File: src/rtl/opacc_seq_if.sv
// Command, data-stream, store-stream and accumulator-strobe bundle for opacc_seq.
interface opacc_seq_if #(
    parameter int unsigned AW = 1,
    parameter int unsigned DW = 32
);
    logic          cmd_valid;
    logic          cmd_ready;
    logic [1:0]    cmd_op;
    logic [AW-1:0] cmd_addr;
    logic [7:0]    cmd_k;

    logic          in_valid;
    logic          in_ready;
    logic [DW-1:0] in_a;
    logic [DW-1:0] in_b;
    logic [DW-1:0] in_c;

    logic          out_valid;
    logic          out_ready;
    logic [DW-1:0] out_data;

    logic          ab_valid;
    logic [AW-1:0] ab_addr;
    logic [DW-1:0] ai;
    logic [DW-1:0] bi;
    logic          c_valid;
    logic [AW-1:0] ci_addr;
    logic [DW-1:0] ci;
    logic [DW-1:0] co;

    logic          busy;
    logic          done;

    // Sequencer side
    modport slave (
        input  cmd_valid, cmd_op, cmd_addr, cmd_k,
        input  in_valid, in_a, in_b, in_c,
        input  out_ready, co,
        output cmd_ready, in_ready, out_valid, out_data,
        output ab_valid, ab_addr, ai, bi, c_valid, ci_addr, ci,
        output busy, done
    );

    // Command/stream source and accumulator side
    modport master (
        output cmd_valid, cmd_op, cmd_addr, cmd_k,
        output in_valid, in_a, in_b, in_c,
        output out_ready, co,
        input  cmd_ready, in_ready, out_valid, out_data,
        input  ab_valid, ab_addr, ai, bi, c_valid, ci_addr, ci,
        input  busy, done
    );
endinterface

File: src/rtl/opacc_seq.sv
// Outer-product accumulator sequencer: turns LOAD/MAC/STORE/ZERO commands
// into combinational strobes toward a row-shifting accumulator tile array.
module opacc_seq #(
    parameter int unsigned NUM_MREGS = 2,
    parameter int unsigned XLEN      = 8,
    parameter int unsigned VLEN      = 32,
    parameter int unsigned MLEN      = 32,
    parameter int unsigned AW        = (NUM_MREGS > 1) ? $clog2(NUM_MREGS) : 1
) (
    input  logic        clk,
    input  logic        reset,
    opacc_seq_if.slave  bus
);
    localparam int unsigned ML = MLEN / XLEN;
    localparam int unsigned CW = 8;
    localparam logic [CW-1:0]   ML_CNT   = CW'(ML);
    localparam logic [VLEN-1:0] ZERO_ROW = '0;

    localparam logic [1:0] OP_LOAD  = 2'd0;
    localparam logic [1:0] OP_MAC   = 2'd1;
    localparam logic [1:0] OP_STORE = 2'd2;
    localparam logic [1:0] OP_ZERO  = 2'd3;

    typedef enum logic [2:0] {
        IDLE  = 3'd0,
        LOAD  = 3'd1,
        MAC   = 3'd2,
        STORE = 3'd3,
        ZERO  = 3'd4
    } state_t;

    state_t        state_q, state_d;
    logic [CW-1:0] cnt_q, cnt_d;
    logic [AW-1:0] addr_q, addr_d;
    logic          done_q, done_d;
    logic          beat_c;

    assign bus.cmd_ready = (state_q == IDLE);
    assign bus.busy      = (state_q != IDLE);
    assign bus.done      = done_q;
    assign bus.ab_addr   = addr_q;
    assign bus.ci_addr   = addr_q;

    // State, beat counter, latched tile address and done pulse
    always_ff @(posedge clk) begin
        if (reset) begin
            state_q <= IDLE;
            cnt_q   <= '0;
            addr_q  <= '0;
            done_q  <= 1'b0;
        end else begin
            state_q <= state_d;
            cnt_q   <= cnt_d;
            addr_q  <= addr_d;
            done_q  <= done_d;
        end
    end

    // Next state and combinational strobe passthrough
    always_comb begin
        state_d      = state_q;
        cnt_d        = cnt_q;
        addr_d       = addr_q;
        done_d       = 1'b0;
        beat_c       = 1'b0;
        bus.in_ready  = 1'b0;
        bus.out_valid = 1'b0;
        bus.out_data  = ZERO_ROW;
        bus.ab_valid  = 1'b0;
        bus.ai        = ZERO_ROW;
        bus.bi        = ZERO_ROW;
        bus.c_valid   = 1'b0;
        bus.ci        = ZERO_ROW;

        case (state_q)
            IDLE: begin
                if (bus.cmd_valid) begin
                    addr_d = bus.cmd_addr;
                    case (bus.cmd_op)
                        OP_LOAD: begin
                            state_d = LOAD;
                            cnt_d   = ML_CNT;
                        end
                        OP_MAC: begin
                            // An empty MAC completes without leaving IDLE
                            if (bus.cmd_k == '0) begin
                                cnt_d  = '0;
                                done_d = 1'b1;
                            end else begin
                                state_d = MAC;
                                cnt_d   = bus.cmd_k;
                            end
                        end
                        OP_STORE: begin
                            state_d = STORE;
                            cnt_d   = ML_CNT;
                        end
                        default: begin
                            state_d = ZERO;
                            cnt_d   = ML_CNT;
                        end
                    endcase
                end
            end
            LOAD: begin
                bus.in_ready = 1'b1;
                bus.c_valid  = bus.in_valid;
                bus.ci       = bus.in_c;
                beat_c       = bus.in_valid;
            end
            MAC: begin
                bus.in_ready = 1'b1;
                bus.ab_valid = bus.in_valid;
                bus.ai       = bus.in_a;
                bus.bi       = bus.in_b;
                beat_c       = bus.in_valid;
            end
            STORE: begin
                // Reading a row shifts a zero row in behind it
                bus.out_valid = 1'b1;
                bus.out_data  = bus.co;
                bus.c_valid   = bus.out_ready;
                beat_c        = bus.out_ready;
            end
            ZERO: begin
                bus.c_valid = 1'b1;
                beat_c      = 1'b1;
            end
            default: begin
                state_d = IDLE;
            end
        endcase

        if (beat_c) begin
            cnt_d = cnt_q - CW'(1);
            if (cnt_q == CW'(1)) begin
                state_d = IDLE;
                done_d  = 1'b1;
            end
        end
    end
endmodule

File: src/flat_wrapper.sv
// flat-port wrapper written by rule: the top's interface ports become plain ports
module opacc_seq_flat 
#(
    parameter int unsigned NUM_MREGS = 2,
    parameter int unsigned XLEN      = 8,
    parameter int unsigned VLEN      = 32,
    parameter int unsigned MLEN      = 32,
    parameter int unsigned AW        = (NUM_MREGS > 1) ? $clog2(NUM_MREGS) : 1
)
  (clk, reset, bus_cmd_valid, bus_cmd_op, bus_cmd_addr, bus_cmd_k, bus_in_valid, bus_in_a, bus_in_b, bus_in_c, bus_out_ready, bus_co, bus_cmd_ready, bus_in_ready, bus_out_valid, bus_out_data, bus_ab_valid, bus_ab_addr, bus_ai, bus_bi, bus_c_valid, bus_ci_addr, bus_ci, bus_busy, bus_done);
  opacc_seq_if #(.AW(AW), .DW((32))) bus_i ();
  input  logic clk;
  input  logic reset;
  input wire logic [$bits(bus_i.cmd_valid)-1:0] bus_cmd_valid;
  input wire logic [$bits(bus_i.cmd_op)-1:0] bus_cmd_op;
  input wire logic [$bits(bus_i.cmd_addr)-1:0] bus_cmd_addr;
  input wire logic [$bits(bus_i.cmd_k)-1:0] bus_cmd_k;
  input wire logic [$bits(bus_i.in_valid)-1:0] bus_in_valid;
  input wire logic [$bits(bus_i.in_a)-1:0] bus_in_a;
  input wire logic [$bits(bus_i.in_b)-1:0] bus_in_b;
  input wire logic [$bits(bus_i.in_c)-1:0] bus_in_c;
  input wire logic [$bits(bus_i.out_ready)-1:0] bus_out_ready;
  input wire logic [$bits(bus_i.co)-1:0] bus_co;
  output wire logic [$bits(bus_i.cmd_ready)-1:0] bus_cmd_ready;
  output wire logic [$bits(bus_i.in_ready)-1:0] bus_in_ready;
  output wire logic [$bits(bus_i.out_valid)-1:0] bus_out_valid;
  output wire logic [$bits(bus_i.out_data)-1:0] bus_out_data;
  output wire logic [$bits(bus_i.ab_valid)-1:0] bus_ab_valid;
  output wire logic [$bits(bus_i.ab_addr)-1:0] bus_ab_addr;
  output wire logic [$bits(bus_i.ai)-1:0] bus_ai;
  output wire logic [$bits(bus_i.bi)-1:0] bus_bi;
  output wire logic [$bits(bus_i.c_valid)-1:0] bus_c_valid;
  output wire logic [$bits(bus_i.ci_addr)-1:0] bus_ci_addr;
  output wire logic [$bits(bus_i.ci)-1:0] bus_ci;
  output wire logic [$bits(bus_i.busy)-1:0] bus_busy;
  output wire logic [$bits(bus_i.done)-1:0] bus_done;
  assign bus_i.cmd_valid = bus_cmd_valid;
  assign bus_i.cmd_op = bus_cmd_op;
  assign bus_i.cmd_addr = bus_cmd_addr;
  assign bus_i.cmd_k = bus_cmd_k;
  assign bus_i.in_valid = bus_in_valid;
  assign bus_i.in_a = bus_in_a;
  assign bus_i.in_b = bus_in_b;
  assign bus_i.in_c = bus_in_c;
  assign bus_i.out_ready = bus_out_ready;
  assign bus_i.co = bus_co;
  assign bus_cmd_ready = bus_i.cmd_ready;
  assign bus_in_ready = bus_i.in_ready;
  assign bus_out_valid = bus_i.out_valid;
  assign bus_out_data = bus_i.out_data;
  assign bus_ab_valid = bus_i.ab_valid;
  assign bus_ab_addr = bus_i.ab_addr;
  assign bus_ai = bus_i.ai;
  assign bus_bi = bus_i.bi;
  assign bus_c_valid = bus_i.c_valid;
  assign bus_ci_addr = bus_i.ci_addr;
  assign bus_ci = bus_i.ci;
  assign bus_busy = bus_i.busy;
  assign bus_done = bus_i.done;
  opacc_seq #(.NUM_MREGS(NUM_MREGS), .XLEN(XLEN), .VLEN(VLEN), .MLEN(MLEN), .AW(AW)) u_core (.clk(clk), .reset(reset), .bus(bus_i));
endmodule
File: config.mk
export PLATFORM = sky130hd
export DESIGN_NAME = opacc_seq_flat
export DESIGN_NICKNAME = d
export VERILOG_FILES = /design/src/rtl/opacc_seq_if.sv /design/src/rtl/opacc_seq.sv /design/src/flat_wrapper.sv
export SDC_FILE = /design/constraint.sdc
export NUM_CORES = 1
export LEC_CHECK = 0
export BUFFER_PORTS_ARGS = -buffer_cell sky130_fd_sc_hd__buf_2
export CAP_MARGIN = 15
export CELL_PAD_IN_SITES_DETAIL_PLACEMENT = 0
export CELL_PAD_IN_SITES_GLOBAL_PLACEMENT = 1
export CORE_ASPECT_RATIO = 0.7
export CORE_UTILIZATION = 16
export CTS_CLUSTER_SIZE = 20
export DETAILED_ROUTE_END_ITERATION = 16
export GPL_ROUTABILITY_DRIVEN = 0
export HOLD_SLACK_MARGIN = 0.12
export PLACE_DENSITY = 0.88
export SKIP_LAST_GASP = 1
export SYNTH_ARGS = -nofsm -noshare
export SYNTH_HDL_FRONTEND = slang
export SYNTH_SLANG_ARGS = --single-unit
File: constraint.sdc
create_clock -name clk -period 2.7 [get_ports clk]
set_clock_uncertainty 0.2 [all_clocks]
set_input_delay 0.54 -clock clk [delete_from_list [all_inputs] [get_ports clk]]
set_output_delay 0.54 -clock clk [all_outputs]
set_load 0.05 [all_outputs]
Yosys cells after proc, flatten, opt, wreduce, memory -nomap -nowiden:

Index checks and enable logic that the tools add are counted.

* bits in registers: 13
* input bits: 144
* output and inout bits: 137
* logic and storage cells: 48

* $add $sub $neg: 1
* equality and inequality tests: 7
* muxes and demuxes: 26
* reduce and logical (&&, ||, !) cells: 10

Operators with widths (count)
* $mux 32: 4
* $mux 8: 5
* $mux 3: 4
* $mux 1: 9
* $pmux 3 s3: 1
* $eq 8x1->1 const B: 1
* $logic_not 8->1: 1
* $sub 8x1->8 const B: 1
* $eq 3x2->1 const B: 2
* $pmux 1 s3: 2
* $pmux 3 s2: 1
* $reduce_and 2->1: 2
* $reduce_bool 2->1: 2
* $reduce_or 4->1: 1
* $eq 3x1->1 const B: 1
* $eq 3x3->1 const B: 1
* $logic_not 3->1: 1
* $reduce_bool 3->1: 1
* $eq 2x1->1 const B: 1
* $eq 2x2->1 const B: 1
* $logic_not 2->1: 1
* $reduce_or 2->1: 1

Logic depth before layout (Yosys ltp):

* word-level depth: 7
* gate-level depth with buffers: 8
* gate-level depth less buffers: 5

Least setup slack after synthesis:

OpenSTA, ideal clock, no wires.

* kind: register -> output
* start: register u_core.state_q[0]
* end: output port bus_ci[10]
* arrival: 1.637 ns
* data required time: 1.960 ns
* setup slack: 0.323 ns
* stages on the path, launching flop included: 7
* path buffers: 3
* cells stage by stage: dfxtp_1 > buf_2 > nor2b_1 > buf_2 > nor2b_1 > clkbuf_1 > and2_1

* longest elaborated chain between the ends: 2

RTL lines
* from (decl): RTL line opacc_seq.sv:32 `state_t state_q, state_d;`
* from (signal assigned): RTL line opacc_seq.sv:52 `state_q <= state_d;`
* $eq 3x1->1: RTL line opacc_seq.sv:75 `case (state_q)`
* $mux 32: RTL line opacc_seq.sv:75
* to (decl): RTL line flat_wrapper.sv:34 `output wire logic [$bits(bus_i.ci)-1:0] bus_ci;`

Every way passes these cells.

Worst setup path after layout:

* start: register u_core.state_q[1]
* end: output port bus_ai[1]

* longest elaborated chain between the ends: 2

RTL lines
* $eq 3x2->1: RTL line opacc_seq.sv:75
* $mux 32: RTL line opacc_seq.sv:75
* to (decl): RTL line flat_wrapper.sv:30 `output wire logic [$bits(bus_i.ai)-1:0] bus_ai;`

Every way passes these cells.

==> metrics.yaml <==
power:
  peakVddDrop_mv: 0.219
  p_int_w: 0.000689
  pwr-share-clk: 0.203
  p_sw_frac: 0.508
  power_density_nw_per_um2: 412
  p_leak_nw: 2.18
  combPwrFrac: 0.621
  seq_power_share: 0.176
  p_sw_w: 0.000711
grt:
  grt_pass1_wl_mm: 13.0
  grt_max_degree: 63
  grt_pass1_vias: 2336
  antenna_found_initial: 0
  grt_overflow: 0
  track_usage: 0.150
critical_path:
  path_max_fanout: 62
  crit_chain: "nor3b_4 > buf_12 > and2_1 > buf_2"
  worstPathRequired_ps: 1960
  slowest_delay_ps: 490
  cp_slowest_cell: "dfxtp_1"
  setup.worst_path.start_class: "flip-flop"
  setup.worst_path.class: "flip-flop to primary output"
  endpoint_kind: "primary output"
  worstPathArrival_ps: 1820
drt:
  wirelength_mm: 9.72
  via_count: 2792
  vias_per_cell: 4.32
  wl_per_cell_um: 15.0
  drt_pass1_iterations: 4
  route.detailed.drc: 0
  ant_nets: 0
  drt_iter0_markers: 140
sta:
  setup_viol: 0
  slew_headroom: 0.538
  slew_viol_final: 0
  clock.fmax_mhz: 391
  min_period_over_period: 0.947
  fin_crit_ps: 2560
  worst_slack_ps: 143
  hold_violations: 0
  tightest_slew_ps: 686
  rsz0062_at_grt: "no"
  tns_ps: 0
synthesis:
  synth_edf_count: 0
  synth_top_area_frac: 0.352
  synth_fp_nets: 394
  synth.avg_cell_area_um2: 6.96
  synth_ff_type: "dfxtp_1"
  synthesis.area_um2: 1730
  postSynthCellCount: 248
  yosysWarnings: 0
  yosysSeqAreaShare: 0.151
  synth_area_leaders: "and2_1 35%, dfxtp_1 15%, and3_1 12%, clkbuf_1 3.7%, a21oi_1 2.6%"
  synth_area_leader_cell: "and2_1"
  synth-async-reset-ratio: 0
  ys_seq_elements: 13
  yosys.cell_types.count: 44
clock_tree:
  cts.sinks: 13
  numCtsBuffers: 3
  cts_root_buffer: "clkbuf_16"
  clock_path_buffers: 2
  cts_max_level: 1
  hold_buffers: 0
  cts_tree: "done"
  path_clk_slew_ps: 40
  worstSkewPairLatency_ps: 250
floorplan:
  dieHeight_um: 88.9
  core_um2: 10400
  die-area_um2: 11200
  initial_utilization: 0.165
  die_width_um: 126
  num_rows: 31
  ios: 281
placement:
  portBuffers: 280
  placed_area_um2: 3310
  dp_hpwl_mm: 8.26
  place_ws_ps: 329
finish:
  nNetsFinal: 661
  area_growth_pct: 96.7
  n_antenna_cell: 0
  final_cell_area_um2: 3390
  drive_gt1_frac: 0.586
min_path:
  min_path_type: "flip-flop to flip-flop"
run_status:
  status: "finished, final reports clean"
run:
  cap_violations: 0
[layout make-up]
cell class              instances  area, µm²
multi-input cells             205       1340
repair buffers                287       1530
flip-flops and latches         13        262
clock buffers                   3       75.1
fillers                      1131       7040
clock inverters                 1       5.00
well taps                     132        165
inverters                       5       18.8
[per-stage QoR]
step                std cells  total power, W   util  hold WS [ps]
CTS                       646         0.00140  0.324           309
global placement          642         0.00111  0.317           280
floorplan                 248        0.000846      -           313
global route              646         0.00148  0.325           344
detailed placement        642         0.00111  0.317           303
finish                    646         0.00140  0.325           297
[cell usage after synthesis (3+ instances only)]
cell      number
nor2b_1        4
clkbuf_1      17
o21ai_0        3
and2_1        97
nor4_1         5
nor2_1         7
inv_1          5
nor3_1         3
dfxtp_1       13
buf_2          5
nand2_1        6
a21oi_1        9
and3_1        33
[path summary, 6_finish.rpt]
kind / from / endpoint / slack (ps) / depth (start not counted)
max: u_core.state_q[1] / bus_ai[1] / 140 / 4
min: u_core.bus.ab_addr / u_core.bus.ab_addr / 300 / 2
max reg2reg: u_core.state_q[1] / u_core.cnt_q[6] / 470 / 5
min reg2reg: u_core.bus.ab_addr / u_core.bus.ab_addr / 300 / 2
[logic make-up after synthesis]
family	count (synthesis)	synth area share
mux	2	0.0145
fa+ha+maj	2	0.0145
compound gates	31	0.128
simple gates	170	0.612
buf+inv	30	0.0798
flops	13	0.151
[power by group through the flow]
| stage | clock network (W) | registers, W | logic, W |
|---|---|---|---|
| detailed placement | 0 | 0.000248 | 0.000865 |
| floorplan | 0 | 0.000242 | 0.000604 |
| CTS | 0.000287 | 0.000245 | 0.000870 |
| global route | 0.000299 | 0.000250 | 0.000928 |
| global placement | 0 | 0.000246 | 0.000861 |
| finish | 0.000284 | 0.000246 | 0.000869 |
[registers in the layout (all words and copies together) (netlist names)]
register and count:
u_core.state_q 3, u_core.bus.ab_addr 1, u_core.bus.done 1, u_core.cnt_q 8
[per-layer routing]
metal / up-vias / part of all wire / track usage
met1: 1256 / 0.46 / 0.209
met4: 0 / 0.0069 / 0.0296
li1: 1380 / - / -
met2: 145 / 0.46 / 0.245
met3: 11 / 0.073 / 0.0254
met5: - / 0 / 0
[critical path: cells and delay by family (launching register included)]
kind | cells | cell delay (ps)
AND/OR/NAND/NOR | 2 | 540
buffers and inverters | 2 | 510
flip-flops | 1 | 490
[cell usage in the layout (no fill, tap or decap), types with 5 or more instances in the layout]
cell type  count
a21oi_1        9
and2_1        97
and3_1        33
buf_12         5
buf_2        276
buf_4          6
dfxtp_1       12
inv_1          5
nand2_1        6
nor2_1         7
nor4_1         5
[timing repair]
action / CTS / global route
setup endpoints to repair: 0 / 23
buffers inserted: 0 / 0
hold endpoints to repair: 0 / 0
gates resized for setup: 0 / 2
Note: power is estimated with default switching activity, not from simulation.
